===== src/rtl/z80_bus_sampler.sv =====
// Z80 bus front end: synchronizes the active-low strobes, qualifies each bus
// cycle for FILT clocks and queues one {type, addr, data} event per cycle.
module z80_bus_sampler #(
  parameter int SYNC_STAGES = 2,
  parameter int FILT        = 2,
  parameter int DEPTH       = 4
) (
  input  logic        clk,
  input  logic        reset,
  input  logic        mreq,
  input  logic        iorq,
  input  logic        rd,
  input  logic        wr,
  input  logic [15:0] A,
  input  logic [7:0]  D,
  output logic        ev_valid,
  input  logic        ev_ready,
  output logic [1:0]  ev_type,
  output logic [15:0] ev_addr,
  output logic [7:0]  ev_data,
  output logic        overflow,
  output logic [7:0]  drop_cnt,
  output logic        busy
);

  // state   | meaning
  // RELEASE | after reset, wait for mreq and iorq both high
  // IDLE    | bus quiet, watching for a classification
  // QUAL    | classification seen, counting to FILT
  // ACTIVE  | event pushed, wait for strobes to release
  typedef enum logic [1:0] {S_RELEASE, S_IDLE, S_QUAL, S_ACTIVE} state_t;

  localparam int CW = (FILT < 2) ? 1 : $clog2(FILT + 1);
  localparam int AW = $clog2(DEPTH);
  localparam logic [AW:0] PTR_ONE = {{AW{1'b0}}, 1'b1};

  logic [SYNC_STAGES-1:0] r_mreq_sync;
  logic [SYNC_STAGES-1:0] r_iorq_sync;
  logic [SYNC_STAGES-1:0] r_rd_sync;
  logic [SYNC_STAGES-1:0] r_wr_sync;

  logic       w_mreq_s;
  logic       w_iorq_s;
  logic       w_rd_s;
  logic       w_wr_s;
  logic       w_bus_idle;
  logic       w_cls_none;
  logic [1:0] w_cls;

  state_t        r_state;
  logic [CW-1:0] r_cnt;
  logic [1:0]    r_cls;
  logic          r_busy;
  logic          w_push;

  logic [AW:0]   r_wr_ptr;
  logic [AW:0]   r_rd_ptr;
  logic [AW:0]   w_rd_nxt;
  logic [25:0]   r_mem [DEPTH];
  logic [25:0]   r_head;
  logic [25:0]   w_word;
  logic          w_empty;
  logic          w_full;
  logic          w_pop;
  logic          w_push_ok;
  logic          w_drop;
  logic          r_overflow;
  logic [7:0]    r_drop_cnt;

  // Synchronizers keep sampling through reset so RELEASE sees the true bus.
  always_ff @(posedge clk) begin
    r_mreq_sync <= {r_mreq_sync[SYNC_STAGES-2:0], mreq};
    r_iorq_sync <= {r_iorq_sync[SYNC_STAGES-2:0], iorq};
    r_rd_sync   <= {r_rd_sync[SYNC_STAGES-2:0], rd};
    r_wr_sync   <= {r_wr_sync[SYNC_STAGES-2:0], wr};
  end

  assign w_mreq_s   = r_mreq_sync[SYNC_STAGES-1];
  assign w_iorq_s   = r_iorq_sync[SYNC_STAGES-1];
  assign w_rd_s     = r_rd_sync[SYNC_STAGES-1];
  assign w_wr_s     = r_wr_sync[SYNC_STAGES-1];
  assign w_bus_idle = w_mreq_s & w_iorq_s;

  always_comb begin
    w_cls_none = 1'b1;
    w_cls      = 2'b00;
    if (!w_mreq_s && w_iorq_s) begin
      if (!w_rd_s && w_wr_s) begin
        w_cls_none = 1'b0;
        w_cls      = 2'b00;
      end else if (w_rd_s && !w_wr_s) begin
        w_cls_none = 1'b0;
        w_cls      = 2'b01;
      end
    end else if (w_mreq_s && !w_iorq_s) begin
      if (!w_rd_s && w_wr_s) begin
        w_cls_none = 1'b0;
        w_cls      = 2'b10;
      end else if (w_rd_s && !w_wr_s) begin
        w_cls_none = 1'b0;
        w_cls      = 2'b11;
      end
    end
  end

  always_comb begin
    w_push = 1'b0;
    case (r_state)
      S_IDLE:  w_push = !w_cls_none && (FILT == 1);
      S_QUAL:  w_push = !w_cls_none && (w_cls == r_cls) &&
                        ((r_cnt + CW'(1)) == CW'(FILT));
      default: w_push = 1'b0;
    endcase
  end

  always_ff @(posedge clk) begin
    if (reset) begin
      r_state <= S_RELEASE;
      r_cnt   <= '0;
      r_cls   <= 2'b00;
      r_busy  <= 1'b1;
    end else begin
      case (r_state)
        S_RELEASE: begin
          if (w_bus_idle) begin
            r_state <= S_IDLE;
            r_busy  <= 1'b0;
          end
        end
        S_IDLE: begin
          if (!w_cls_none) begin
            r_cls   <= w_cls;
            r_cnt   <= CW'(1);
            r_busy  <= 1'b1;
            r_state <= (FILT == 1) ? S_ACTIVE : S_QUAL;
          end
        end
        S_QUAL: begin
          if (w_cls_none || (w_cls != r_cls)) begin
            r_state <= S_IDLE;
            r_busy  <= 1'b0;
          end else if (w_push) begin
            r_state <= S_ACTIVE;
          end else begin
            r_cnt <= r_cnt + CW'(1);
          end
        end
        S_ACTIVE: begin
          if (w_bus_idle) begin
            r_state <= S_IDLE;
            r_busy  <= 1'b0;
          end
        end
        default: begin
          r_state <= S_RELEASE;
          r_busy  <= 1'b1;
        end
      endcase
    end
  end

  assign w_word    = {w_cls, A, D};
  assign w_empty   = (r_wr_ptr == r_rd_ptr);
  assign w_full    = (r_wr_ptr[AW] != r_rd_ptr[AW]) &&
                     (r_wr_ptr[AW-1:0] == r_rd_ptr[AW-1:0]);
  assign w_pop     = !w_empty && ev_ready;
  assign w_push_ok = w_push && (!w_full || w_pop);
  assign w_drop    = w_push && w_full && !w_pop;
  assign w_rd_nxt  = r_rd_ptr + {{AW{1'b0}}, w_pop};

  always_ff @(posedge clk) begin
    if (w_push_ok) begin
      r_mem[r_wr_ptr[AW-1:0]] <= w_word;
    end
  end

  // Head register: fall-through on push into an empty queue, else next entry.
  always_ff @(posedge clk) begin
    if (reset) begin
      r_wr_ptr   <= '0;
      r_rd_ptr   <= '0;
      r_head     <= '0;
      r_overflow <= 1'b0;
      r_drop_cnt <= 8'd0;
    end else begin
      if (w_push_ok) begin
        r_wr_ptr <= r_wr_ptr + PTR_ONE;
      end
      r_rd_ptr <= w_rd_nxt;
      if (w_push_ok && (w_rd_nxt == r_wr_ptr)) begin
        r_head <= w_word;
      end else if (w_rd_nxt != r_wr_ptr) begin
        r_head <= r_mem[w_rd_nxt[AW-1:0]];
      end
      if (w_drop) begin
        r_overflow <= 1'b1;
        if (r_drop_cnt != 8'hFF) begin
          r_drop_cnt <= r_drop_cnt + 8'd1;
        end
      end
    end
  end

  assign ev_valid = !w_empty;
  assign ev_type  = r_head[25:24];
  assign ev_addr  = r_head[23:8];
  assign ev_data  = r_head[7:0];
  assign overflow = r_overflow;
  assign drop_cnt = r_drop_cnt;
  assign busy     = r_busy;

endmodule


===== config.mk =====
export PLATFORM = sky130hd
export DESIGN_NAME = z80_bus_sampler
export DESIGN_NICKNAME = d
export VERILOG_FILES = /design/src/rtl/z80_bus_sampler.sv
export SDC_FILE = /design/constraint.sdc
export NUM_CORES = 1
export LEC_CHECK = 0
export CAP_MARGIN = 20
export CORE_MARGIN = 5
export CORE_UTILIZATION = 35
export DETAILED_ROUTE_END_ITERATION = 10
export SYNTH_ARGS = -nofsm -noshare
export SYNTH_HDL_FRONTEND = slang
export SYNTH_SLANG_ARGS = --single-unit

===== constraint.sdc =====
create_clock -name clk -period 7.18 [get_ports clk]
set_clock_uncertainty 0.15 [all_clocks]
set_input_delay 1.077 -clock clk [delete_from_list [all_inputs] [get_ports clk]]
set_output_delay 1.077 -clock clk [all_outputs]
set_load 0.01 [all_outputs]

======== Word-level counts from Yosys, hierarchy flattened ========
Memory sizes are Yosys's and may differ from the RTL's.
Index checks and enable logic that the tools add are counted.
Widths: inputs -> output; s select.
word-level totals
  logic and storage cells ................. 97
  RAM bits ................................ 104
  bits in registers ....................... 56
  memories ................................ 1
  output and inout bits ................... 37
cells by class
  bitwise gates (word level) .............. 2
  multiplexer cells ....................... 28
  add/sub/neg operators ................... 4
  equality and inequality tests ........... 18
  reductions and logical operators ........ 31
memories
  name   depth  bits a word  rd ports  clocked after memory_dff  write ports  line  text
  r_mem  4      26           1         0                         1            59    logic [25:0] r_mem [DEPTH];
operator list
  operator             number
  $mux 26              2
  $mux 2               11
  $logic_and 1x1->1    12
  $mux 1               12
  $add 8x1->8 const B  1
  $logic_not 1->1      8
  $ne 2x2->1 const B   4
  $ne 8x8->1 const B   1
  $eq 2x2->1 const B   3
  $eq 3x3->1           2
  $pmux 2 s3           1
  $reduce_and 3->1     2
  $eq 2x2->1           2
  $pmux 2 s2           1
  $reduce_and 2->1     2
  $reduce_and 4->1     1
  $reduce_bool 2->1    2
  $add 3x1->3          1
  $add 3x1->3 const B  1
  $ne 3x3->1           1
  $ne 3x3->1 const B   1
  $pmux 1 s3           1
  $add 2x1->2 const B  1
  $eq 2x1->1 const B   1
  8 further kinds      9

======== Longest topological paths before layout ========
Gate-level depths: netlist (run 1).
  depth in word-level cells ............... 13
  depth in mapped cells ................... 12
  gate-level depth less buffers ........... 9

======== Worst setup path before layout (run 1) ========
No wires, ideal clock.
  path type ............................... input to register
  start ................................... in ev_ready
  end ..................................... reg r_head[0]
  path buffers ............................ 2
  stages on the path ...................... 8
  slack ................................... 4254 ps
  library setup time ...................... 134 ps
  arrival ................................. 2642 ps
  path through ............................ and2_1 > ha_1 > ha_1 > buf_2 > clkbuf_1 > mux4_2 > nor2_1 > a211oi_1
on the way
  cells in the longest elaborated chain, start to end .. 5
  elaborated cells between the ends (all ways) .. 11
  those cells by class .................... add/sub (1); eq/ne (2); mux (2); reduce/logical (5); memory (1)
RTL lines
  what                                          line      text
  from (decl)                                   17        input logic ev_ready,
  $logic_and 1x1->1 *                           166       assign w_pop = !w_empty && ev_ready;
  $add 3x1->3 *                                 169       assign w_rd_nxt = r_rd_ptr + {{AW{1'b0}}, w_pop};
  net w_rd_nxt[1]                               58        logic [AW:0] w_rd_nxt;
  $mem_v2 4x26 or $eq 3x3->1 (tied branches)    --
  $mux 26 or $logic_and 1x1->1 (tied branches)  192, 190
  $mux 26 or $reduce_bool 2->1 (tied branches)  --
  to (signal assigned)                          191       r_head <= w_word;
  to (signal assigned)                          193       r_head <= r_mem[w_rd_nxt[AW-1:0]];
  to (decl)                                     60        logic [25:0] r_head;
The timed path passes the listed nets; every way through them passes the cells marked *. The select of a mux whose other input is x is not followed.
A chain may end at the register's enable or synchronous reset.

======== Worst setup path in the final report (run 1) ========
  start ................................... in ev_ready
  end ..................................... reg r_head[7]
The elaborated chain is that of the path after synthesis.

==> results.tsv, run 1 <==
metric	value	unit
netlist_top_cells_count	edfxtp_1 (104), dfxtp_1 (56), nor2_1 (40)	
filler_cell_count	1644	
num_rows	50	
clock.fmax	279	MHz
clk_latency	0.42	ns
finalWeightedCongestion	0.735	
antenna_found_initial	0	
max_cap_viol_count	0	
syn_avg_cell_area	14.7	um^2
worst_pin_slew	1.02	ns
grt_max_degree	57	
final-hold-violation-count	0	
drc	0	
drive_gt1_frac	0.150	
power_frac_clock	0.443	
status	complete, no violations	
gr-total-overflow	0	
fin_crit	3.59	ns
yosysWarningCount	0	
grt_pass1_vias	4252	
cts_tree	yes	
syn_inst	446	
die_w	147	um
synth-seq-cells	160	
slew_violations	0	
cp_data_arrival_time	3.71	ns
p_leak	0.00257	uW
netSwitchingFraction	0.218	
initial_core_util	0.353	
critPathMaxStageDelay	0.46	ns
syn-cell-area	6540	um^2
cts_buffer_depth	2	
synth_most_common_cell	edfxtp_1	
cts_root_buffer	clkbuf_16	
synth_flop_cell	edfxtp_1	
peakVddDrop	162	uV
power	2080	uW
critical_path_class	input pin to register	
power_density	257	nW/um^2
critPathCaptureType	register	
postCtsSetupBuffers	0	
cts_resized	0	
dp_hpwl	8500	um
setup_tns	0	ns
syn2layout_area_growth	23.5	%
p_int	1620	uW
worstPathRequired	7.30	ns
layout.nets	555	
cp_max_fo	28	
synth-edff-count	104	
dr.first_iter.drc_count	311	
setup_ws	3.59	ns
regArea	4240	um^2
core-area	18500	um^2
post_drt_wl_per_cell	18.9	um
synth-seq-area-share	0.649	
clock_sinks	160	
clk_pin_slew	0.06	ns
first_pass_iters	4	
setup_viol	0	
drt_wl_total	14400	um
async_flop_share	0	
crit_chain	clkdlybuf4s50_1 > and2_1 > ha_2 > ha_1 > buf_4 > xnor2_1 > nand3_1 > buf_8 > a31oi_1 > a211oi_1	
port_buffers	67	
critPathLaunchType	input pin	
yosysTopAreaCellShare	0.478	
yosys.cell_types.count	55	
track_usage	0.138	
n_antenna_cell	0	
p_seq_frac	0.486	
vias_per_cell	5.26	
htreeDepth	4	
maxSlewHeadroom	0.317	
grt_pass1_wl	23000	um
antenna_left	0	
crit_slowest_cell	nand3_1	
cts_hold_buf	0	
p_sw	453	uW
ios	68	
combPwrFrac	0.071	
netlist.top_cell.by_area	edfxtp_1	
multiInputGateArea	2090	um^2
synth_nets	488	
hold-worst-slack	0.177	ns
die-height	147	um
synth_area_leaders	edfxtp_1 (48%), dfxtp_1 (17%), mux4_2 (9.0%)	
hp-class	register to register	
cts_made_buffers	17	
min_period_over_period	0.499	
die_area	21500	um^2
regToRegSetupSlack	3.75	ns
vias	4001	
pre_cts_slack	2.42	ns
rsz0062_at_grt	false	
[power by group through the flow]
stage | clock network [uW] | registers, uW | logic, uW
6_report | 920 | 1010 | 147
5_1_grt | 978 | 1010 | 166
4_1_cts | 938 | 1010 | 146
3_5_place_dp | 0 | 1030 | 146
3_3_place_gp | 0 | 1030 | 140
2_1_floorplan | 0 | 1030 | 84.1
[kinds of logic after synthesis]
| group | synth area share |
|---|---|
| compound gates | 0.107 |
| xor+xnor | 0.0178 |
| fa+ha+maj | 0.0211 |
| buf+inv | 0.0306 |
| flops | 0.649 |
| mux | 0.103 |
| simple gates | 0.0714 |
[sequential cells by signal, indices dropped and copies added, names as in the netlist]
signal / cells
r_rd_sync: 2
r_cnt: 2
r_iorq_sync: 2
r_rd_ptr: 3
r_mreq_sync: 2
r_head: 26
r_wr_sync: 2
r_wr_ptr: 3
busy: 1
r_cls: 2
drop_cnt: 8
r_mem: 104
r_state: 2
overflow: 1
[critical path, delay by kind of cell]
| family | cells | cell delay (ns) |
|---|---|---|
| xor gates and xnor gates | 1 | 0.19 |
| adders and majority gates | 2 | 0.43 |
| AOI/OAI and AO/OA | 2 | 0.23 |
| buffers and inverters | 3 | 1.15 |
| and+or+nand+nor | 2 | 0.61 |
[metrics by stage]
step / instance area, um^2 / utilization / cells
floorplan: 6540 / - / 446
global placement: 7400 / 0.399 / 725
detailed placement: 7400 / 0.399 / 725
CTS: 8010 / 0.432 / 757
global route: 8070 / 0.436 / 760
finish: 8070 / 0.436 / 760
[layout make-up]
cell class	instances	share of cell area
timing repair buffer	79	0.0986
multi-input combinational	246	0.259
tap	234	0.0363
clock inverter	14	0.0222
inverter	9	0.00419
sequential	160	0.526
clock buffer	18	0.0532
[metal layers]
layer	share of wire	wire length [um]	global-route usage
met5	0	0	0
met1	0.44	6290	0.169
met3	0.049	698	0.0382
met2	0.51	7270	0.238
met4	0.0090	129	0.0409
[final timing paths]
check / startpoint / end / cells after the start
worst max register to register: r_wr_ptr[1] / r_head[7] / 11
worst min register to register: r_rd_sync[0] / r_rd_sync[1] / 0
worst min-delay path: r_rd_sync[0] / r_rd_sync[1] / 0
worst max-delay path: ev_ready / r_head[7] / 10
[placed cells by master (no fill, tap or decap), drive strengths merged, types with 6 or more instances in the layout]
cell type      netlist  final
o21ai               31     31
a211oi              25     25
buf                 20     13
a31oi               27     27
nor2b                9      9
clkdlybuf4s50        0     66
nand3                7      7
mux2                 6      6
dfxtp               56     56
inv                  9     14
nor2                40     40
clkbuf              11     18
xnor2                8      8
a21oi                6      6
and3                 7      7
edfxtp             104    104
mux4                26     26
ha                  11     11
Note: power is estimated with default switching activity, not from simulation.
==> run 2, diff against run 1 <==
Clock period 7.18 ns to 3.35 ns, I/O delays scaled along.
==> run 2 against run 1 <==
  * Die area did not move
  * Sequential power grew 110%
  * Setup slack lost 3.1 ns
  * Count of clock-buffer cells in the layout fell by 1
  * Wire length grew 2.0%
  * Sequential share of layout area grew 0.25 points
  * Non-clock buffer count is 6 higher
  * Design area decreased by 0.47%
  * Worst hold slack worse by 0.0030 ns
  * Via count grew 1.5%
  * Flip-flop and latch count is the same
  * Largest cell class unchanged
  * Highest routed layer unchanged
==> results.tsv, run 2 (synthesized netlist as in run 1, its figures left out) <==
metric	value	unit
dp_cells	734	
maxSlewHeadroom	0.486	
finalWeightedCongestion	0.770	
hold-worst-slack	0.174	ns
vias_per_cell	5.30	
antenna_found_initial	1	
num_rows	50	
drt_wl_total	14700	um
drc	0	
clock.fmax	351	MHz
critPathMostFrequentCell	xnor2_1	
grt_pass1_vias	4243	
clk_latency	0.42	ns
rr_startpoint	r_wr_ptr[0]	
cts_root_buffer	clkbuf_16	
min_period_over_period	0.852	
cts_hold_buf	0	
drive_gt1_frac	0.164	
die_w	147	um
path_delay_family	simple AND/OR/NAND/NOR gates	
largest_reg_flops	104	
critPathLaunchType	register	
critical_path.reg2reg.endpoint	r_head[24]	
track_usage	0.141	
cp_max_fo	22	
first_pass_iters	5	
setup_viol	0	
max_cap_viol_count	0	
layout.nets	561	
critPathMaxStageDelay	0.39	ns
clock_sinks	160	
crit_chain	xnor2_1 > nand3b_1 > and2_1 > ha_2 > ha_1 > xnor2_1 > and3_1 > buf_4 > nor2_1 > a311oi_1	
grt_max_degree	30	
peakVddDrop	311	uV
syn2layout_area_growth	22.9	%
hold_end	r_rd_sync[1]	
critical_path_class	register to register	
dr.first_iter.drc_count	299	
finalNonFillerCells	767	
grt_pass1_wl	23300	um
final-hold-violation-count	0	
postCtsSetupBuffers	0	
setup_tns	0	ns
hold_path_depth	0	
die-height	147	um
vias	4063	
rsz0062_at_grt	false	
cts_buffer_depth	2	
power_density	532	nW/um^2
dp_hpwl	9060	um
p_leak	0.00256	uW
regToRegSetupSlack	0.50	ns
antenna_left	0	
fin_crit	2.85	ns
htreeDepth	4	
gr-total-overflow	0	
final_cell_mix	edfxtp_1 (104), clkdlybuf4s50_1 (66), dfxtp_1 (56)	
hp-class	register to register	
post_drt_wl_per_cell	19.1	um
cts_tree	yes	
status	complete, no violations	
cp_data_arrival_time	3.03	ns
port_buffers	67	
critPathCaptureType	register	
worst-r2r-cell-count	10	
worst_pin_slew	0.770	ns
crit_slowest_cell	dfxtp_1	
hp-start	r_rd_sync[0]	
ios	68	
slew_violations	0	
cts_resized	0	
crit_buf_inv	1	
core-area	18500	um^2
worstPathRequired	3.53	ns
final_common_cell	edfxtp_1	
initial_core_util	0.353	
cts_made_buffers	17	
clk_pin_slew	0.07	ns
die_area	21500	um^2
run 2: how the worst max path moves through the flow:
stage | start | endpoint | cells after the start
2_1_floorplan | r_wr_ptr[0] | r_head[0] | 10
3_3_place_gp | ev_ready | r_head[16] | 9
3_5_place_dp | ev_ready | r_head[24] | 9
4_1_cts | r_wr_ptr[0] | r_head[24] | 10
5_1_grt | r_wr_ptr[0] | r_head[24] | 10
6_report | r_wr_ptr[0] | r_head[24] | 10
run 2: worst reg2reg max path, stage by stage (launching register included):
cell and delay, ns:
dfxtp_1 0.39, xnor2_1 0.31, nand3b_1 0.18, and2_1 0.20, ha_2 0.16, ha_1 0.32, xnor2_1 0.19, and3_1 0.20
buf_4 0.31, nor2_1 0.10, a311oi_1 0.25
run 2: routing by layer:
layer / track usage / routed length (um) / part of all wire
met5: 0 / 0 / 0
met4: 0.0630 / 363 / 0.025
met1: 0.177 / 6000 / 0.41
met2: 0.234 / 7300 / 0.50
met3: 0.0317 / 1010 / 0.069
run 2: per-stage QoR:
step	area, um^2	util	total power (uW)	setup WS, ns
6_report	8030	0.434	4270	0.497
5_1_grt	8030	0.434	4440	0.248
4_1_cts	8030	0.434	4310	0.459
3_5_place_dp	7480	0.404	2520	0.462
3_3_place_gp	7480	0.404	2510	0.517
2_1_floorplan	6540	-	2390	0.655
run 2: area by class of cell:
type	count	area, um^2
Sequential cell	160	4240
Fill cell	1681	10500
Clock buffer	17	425
Tap cell	234	293
Clock inverter	15	125
Timing Repair Buffer	85	813
Inverter	9	33.8
Antenna cell	1	2.50
Multi-Input combinational cell	246	2090
run 2: where the power goes:
part | total, uW | leakage, uW | internal (uW) | switching [uW]
combinational | 312 | 0.000912 | 154 | 158
sequential | 2160 | 0.00139 | 2140 | 25.3
clock | 1800 | 0.000258 | 967 | 830
==> run 3, diff against run 2 <==
Settings changed: CORE_ASPECT_RATIO from default to 1.2.
==> run 3 against run 2 <==
  * Highest routed layer is now met5
  * Flip-flop and latch count is the same
  * First-iteration DRC count did not move
  * Sequential share of layout area shrank 0.55 points
  * Combinational power hardly changed
  * Maximum frequency up 2.8%
  * Count of clock-buffer cells in the layout is 5 higher
  * Register-to-register slack improved by 0.08 ns
  * Final cell count rose by 2.6%
  * Global-route usage grew 0.14 points
  * Critical endpoint is now r_head[19]
  * Design area grew 1.0%
  * Worst hold slack gained 0.0025 ns
==> results.tsv, run 3 (synthesized netlist as in run 1, its figures left out) <==
metric	value	unit
place_area	7510	um^2
drt_wl_total	14800	um
fin_crit	2.78	ns
final_cell_mix	edfxtp_1 (104), clkdlybuf4s50_1 (66), dfxtp_1 (56)	
first_pass_iters	5	
design_area	8110	um^2
dp_cells	755	
postCtsSetupBuffers	0	
setup_ws	0.574	ns
initial_core_util	0.357	
grt_pass1_wl	23500	um
htreeDepth	4	
cts_made_buffers	17	
hp-start	r_iorq_sync[0]	
hp-class	register to register	
dr.first_iter.drc_count	299	
drive_gt1_frac	0.159	
rr_startpoint	r_wr_ptr[0]	
layout.nets	564	
grt_max_degree	30	
status	complete, no violations	
critPathMaxStageDelay	0.38	ns
setup_viol	0	
clock_sinks	160	
die_area	21500	um^2
critPathLaunchType	register	
dp_hpwl	9200	um
cp_data_arrival_time	2.94	ns
finalNonFillerCells	787	
vias_per_cell	5.21	
highest-signal-layer	met5	
core-area	18300	um^2
vias	4104	
wl_met1	6230	um
min_period_over_period	0.829	
critical_path_class	register to register	
cp_max_fo	18	
maxSlewHeadroom	0.500	
power_density	550	nW/um^2
wl_met3	644	um
critPathMostFrequentCell	xnor2_1	
cts_resized	0	
cts_hold_buf	0	
p_leak	0.00261	uW
clk_pin_slew	0.06	ns
num_rows	54	
clock.fmax	360	MHz
wl_met2	7790	um
rsz0062_at_grt	false	
cts_buffer_depth	2	
peakVddDrop	334	uV
cts_tree	yes	
power	4460	uW
slew_violations	0	
track_usage	0.143	
worst_pin_slew	0.749	ns
clk_latency	0.41	ns
die-height	160	um
pre_cts_slack	0.557	ns
critPathCaptureType	register	
n_antenna_cell	0	
antenna_left	0	
crit_slowest_cell	dfxtp_1	
cts_root_buffer	clkbuf_16	
final-hold-violation-count	0	
antenna_found_initial	1	
largest_reg_flops	104	
gr-total-overflow	0	
port_buffers	67	
setup_tns	0	ns
timing.critical_path.from	r_wr_ptr[0]	
finalWeightedCongestion	0.776	
crit_chain	xnor2_1 > nand3b_1 > and2_1 > ha_2 > ha_1 > xnor2_1 > and3_1 > buf_4 > nor2_1 > a211oi_1	
worstPathRequired	3.51	ns
drc	0	
grt_pass1_vias	4315	
ios	68	
die_w	135	um
syn2layout_area_growth	24.2	%
final_common_cell	edfxtp_1	
post_drt_wl_per_cell	18.8	um
max_cap_viol_count	0	
[run 3: changes by cell type in the layout (fill, tap and decap cells not counted)]
cell,before,now
diode_2,1,0
bufinv_16,0,4
clkinv_2,2,3
clkinvlp_4,5,1
buf_12,1,0
clkbuf_1,0,5
inv_8,3,0
buf_4,17,21
clkinv_4,2,1
inv_6,3,1
[run 3: power breakdown]
| group | leakage [uW] | total, uW | internal, uW | switching [uW] |
|---|---|---|---|---|
| clock network | 0.000292 | 1990 | 1250 | 741 |
| registers | 0.00139 | 2160 | 2140 | 25.2 |
| logic | 0.000925 | 311 | 153 | 158 |
[run 3: worst paths after layout]
check                                 endpoint  slack, ns  cells past startpoint
worst max register to register      r_head[19]       0.57                     10
worst max-delay path                r_head[19]       0.57                     10
worst min-delay path            r_iorq_sync[1]       0.18                      0
worst min register to register  r_iorq_sync[1]       0.18                      0
[run 3: layout make-up]
type | count | area [um^2]
inverters | 9 | 33.8
clock buffers | 22 | 444
clock inverters | 10 | 160
flip-flops and latches | 160 | 4240
fillers | 1650 | 10200
multi-input cells | 246 | 2090
well taps | 252 | 315
repair buffers | 88 | 823
[run 3: critical path: cells and delay by family, from the launching register on]
family / cells / cell delay, ns
and+or+nand+nor: 4 / 0.68
buffers and inverters: 1 / 0.26
DFF: 1 / 0.38
adders and majority gates: 2 / 0.48
AOI/OAI and AO/OA: 1 / 0.24
xor gates and xnor gates: 2 / 0.49
[run 3: per-layer routing]
| metal | up-vias | track usage |
|---|---|---|
| li1 | 1888 | - |
| met1 | 2104 | 0.177 |
| met2 | 99 | 0.243 |
| met3 | 11 | 0.0381 |
| met4 | 2 | 0.0431 |
| met5 | - | 0 |
[run 3: per-stage QoR]
step / hold WS [ns] / utilization
after CTS: 0.180 / 0.443
after floorplan: 0.160 / -
final: 0.177 / 0.443
after global placement: 0.164 / 0.410
after detailed placement: 0.165 / 0.410
after global routing: 0.184 / 0.443
